## config.mk

```make
export PLATFORM = sky130hd
export DESIGN_NAME = phase_parser
export DESIGN_NICKNAME = d
export VERILOG_FILES = /design/src/rtl/phase_parser.sv
export SDC_FILE = /design/constraint.sdc
export NUM_CORES = 1
export LEC_CHECK = 0
export ABC_AREA = 1
export CAP_MARGIN = 20
export CELL_PAD_IN_SITES_DETAIL_PLACEMENT = 2
export CELL_PAD_IN_SITES_GLOBAL_PLACEMENT = 2
export CORE_MARGIN = 4
export CORE_UTILIZATION = 16
export DETAILED_ROUTE_END_ITERATION = 10
export PLACE_DENSITY = 0.82
export SLEW_MARGIN = 40
export SYNTH_ARGS = -nofsm -noshare
export SYNTH_HDL_FRONTEND = slang
export SYNTH_SLANG_ARGS = --single-unit
export TNS_END_PERCENT = 20
```

## constraint.sdc

```tcl
create_clock -name clk -period 2.2 [get_ports clk]
set_input_delay 0.33 -clock clk [delete_from_list [all_inputs] [get_ports clk]]
set_output_delay 0.33 -clock clk [all_outputs]
set_load 0.01 [all_outputs]
```

## src/rtl/phase_parser.sv

```systemverilog
// -----------------------------------------------------------------------------
// phase_parser
//
// Per-channel phase register for the transducer array. One instance exists
// for each channel, and every instance sees the same broadcast command word.
// An instance latches the phase byte when the word is qualified by en and the
// address byte equals its CHANNEL. It then holds that byte on phase for the
// downstream PWM/phase generator.
//
// Parameters:
//   CHANNEL     channel address this instance answers to. Legal range is
//               0..255, or 0..254 when broadcast support is compiled in.
//
// Ports:
//   clk         system clock; all state updates happen on its rising edge
//   rst         synchronous, active-high reset; clears phase to 8'h00
//   en          command-valid qualifier for phase_data
//   phase_data  command word: [15:8] channel address, [7:0] phase value
//   phase       registered phase value for this channel
//
// Optional feature (compile-time macro PHASE_PARSER_BROADCAST_EN):
//   When this macro is defined, address 8'hFF becomes a broadcast address.
//   A broadcast word loads every instance, and CHANNEL 255 is rejected at
//   elaboration. When it is undefined, 8'hFF is an ordinary address that
//   only the CHANNEL==255 instance matches.
// -----------------------------------------------------------------------------
module phase_parser #(
  parameter int CHANNEL = 0
) (
  input  logic        clk,
  input  logic        rst,
  input  logic        en,
  input  logic [15:0] phase_data,
  output logic [7:0]  phase
);

  localparam logic [7:0] ADDR      = 8'(CHANNEL);
  localparam logic [7:0] BCAST_ADR = 8'hFF;

  logic [7:0] cmd_addr;
  logic [7:0] cmd_phase;
  logic       addr_hit;
  logic       load;

  assign cmd_addr  = phase_data[15:8];
  assign cmd_phase = phase_data[7:0];
  assign addr_hit  = (cmd_addr == ADDR);

`ifdef PHASE_PARSER_BROADCAST_EN
  // 8'hFF is reserved as the broadcast address, so no instance may claim it
  // as its own channel.
  if (CHANNEL < 0 || CHANNEL > 254) begin : g_bad_channel
    $error("phase_parser: CHANNEL %0d out of range 0..254 with broadcast enabled", CHANNEL);
  end

  assign load = en && (addr_hit || (cmd_addr == BCAST_ADR));
`else
  if (CHANNEL < 0 || CHANNEL > 255) begin : g_bad_channel
    $error("phase_parser: CHANNEL %0d out of range 0..255", CHANNEL);
  end

  assign load = en && addr_hit;
`endif

  // Phase register. Reset has priority over any command. The register only
  // changes on a qualified, matching word; otherwise it holds its value.
  // The output comes straight from this flop, so there is no combinational
  // path from the inputs to phase.
  always_ff @(posedge clk) begin
    if (rst) begin
      phase <= 8'h00;
    end else if (load) begin
      phase <= cmd_phase;
    end
  end

endmodule

```

==> results.json <==
{
  "cts_buffer_depth": 2,
  "start_util_pct": 17.4,
  "grt-ovfl-total": 0,
  "grt_pass1_wl_mm": 2.13,
  "core_area_um2": 2300,
  "largest-register": "phase",
  "multiInputGateArea_um2": 198,
  "cts_num_sinks": 8,
  "reg2regPathDepth": 2,
  "cts.root.buffer_cell": "clkbuf_4",
  "drive_above_1_share_pct": 8.89,
  "crit_chain": "clkdlybuf4s50_1",
  "whs_ps": 490,
  "n_antenna_cell": 0,
  "ios": 27,
  "worst_pin_slew_ps": 480,
  "cellPowerDensity_nw_per_um2": 437,
  "largest_reg_flops": 8,
  "synth_top_family_by_area": "simple AND/OR/NAND/NOR gates",
  "syn_avg_cell_area_um2": 6.54,
  "syn_area_um2": 399,
  "slowest_stage": "clkdlybuf4s50_1",
  "period_share_pct": 66.4,
  "seq_area_um2": 160,
  "final-hold-violation-count": 0,
  "met2_length_um": 680,
  "dieArea_um2": 3360,
  "ir_worst_vdd_mv": 0.144,
  "cts_resized": 0,
  "wl_mm": 1.26,
  "yosys.area.top_type": "dfxtp_1",
  "fin_area_um2": 717,
  "start_kind": "flip-flop",
  "crit_buf_inv": 1,
  "cts_setup_buffers": 0,
  "final_common_cell": "clkdlybuf4s50_1",
  "fin_ws_ps": 739,
  "syn_to_final_growth_pct": 79.6,
  "grt_usage_pct": 8.22,
  "fin_nets": 111,
  "wl_met1_um": 481,
  "fin_tns_setup_ps": 0,
  "min_path_type": "flip-flop to flip-flop",
  "fill_cells": 283,
  "rsz0062_at_grt": "false",
  "vias": 474,
  "antenna_found_initial": 0,
  "crit_path_max_incr_delay_ps": 550,
  "placed_area_um2": 694,
  "post-route-util_pct": 31.2,
  "synth_xor_area_share_pct": 0,
  "crit_arrival_ps": 1130,
  "synth_nets": 80,
  "yosys.area_share.simple_pct": 49.5,
  "topRoutingLayerUsed": "met3",
  "crit_cells": 1,
  "first_global_vias": 523,
  "ys_ff_latch": 8,
  "grt_max_degree": 9,
  "routedWlPerCell_um": 10.7,
  "synthMuxAreaShare_pct": 0,
  "chipHeight_um": 57.9,
  "route.met3.wl_um": 96,
  "status": "finished, final reports clean",
  "drt_iter0_drc": 1,
  "critPathMaxFanout": 2,
  "leakagePower_uw": 0.000299,
  "std_cell_rows": 17,
  "critPathKind": "flip-flop to output port",
  "place_hpwl_mm": 1.11,
  "cp-end-kind": "output port",
  "cts_tree": "built",
  "yosys-top-cells-area": "dfxtp_1 40%, nor2_1 19%, inv_1 10%",
  "dp_slack_ps": 637,
  "drc_errors": 0,
  "slew_headroom_pct": 67.9,
  "synth_fa_ha_area_share_pct": 0,
  "synth-compound-area-share_pct": 0,
  "holdPathStages": 2,
  "yosysSeqAreaShare_pct": 40.1,
  "yosys_warnings": 0,
  "setup-violations-final": 0,
  "h-tree-depth": 1,
  "holdBufCountCts": 0,
  "gp_congestion": 0.711,
  "fin_crit_ps": 1460,
  "cts_made_buffers": 3,
  "top_regs": "phase x8",
  "crit_family": "buffers and inverters",
  "die_w_um": 57.9,
  "portBuffers": 26,
  "syn_inst": 61,
  "drv_cap": 0,
  "clock_latency_ps": 250,
  "viasPerCell": 4.02,
  "fmax_mhz": 685,
  "ant_nets": 0,
  "synth_top_cell_area_share_pct": 40.1,
  "slew_violations": 0,
  "synth_cell_types": 8,
  "skew_ps": 0,
  "most-common-layout-cells": "26 x clkdlybuf4s50_1, 20 x nor2_1, 11 x inv_1",
  "dr.pass1.iters": 3,
  "clk_pin_slew_ps": 60,
  "cp.required_ps": 1870
}
report_power, final:
group | internal, µW | leakage [µW] | switching, µW
Sequential | 145 | 0.0000644 | 0.159
Combinational | 33.7 | 0.000221 | 19.2
Clock | 62.6 | 0.0000138 | 52.4
Total | 242 | 0.000299 | 71.8
layout make-up:
class | instances | share of cell area, %
multi-input combinational | 42 | 27.6
tap | 28 | 4.89
inverter | 11 | 5.76
sequential | 8 | 22.3
clock buffer | 3 | 3.14
timing repair buffer | 26 | 36.3
worst paths after layout:
path	start	end	slack (ps)
worst min-delay path	phase[6]	phase[6]	490
worst max-delay path	phase[3]	phase[3]	740
worst min register to register	phase[6]	phase[6]	490
worst max register to register	phase[7]	phase[7]	1630
cells in the mapped netlist, drive strengths merged:
cell and n:
nand3 10, inv 11, dfxtp 8, nor2 23, nand2 9
through the flow:
step,total power [µW],cells
CTS,325,118
floorplan,164,61
detailed placement,203,115
finish,313,118
global placement,201,115
global route,336,118
kinds of logic (layout without fill, tap and decap cells):
group         Yosys count  after routing
simple gates           42             42
buf+inv                11             40
flops                   8              8
routing by layer:
layer	track usage, %	vias to the layer above
li1	-	242
met1	8.60	217
met2	14.5	15
met3	2.90	0
met4	3.97	0
met5	0	-
Power figures use the tool's default switching activity.
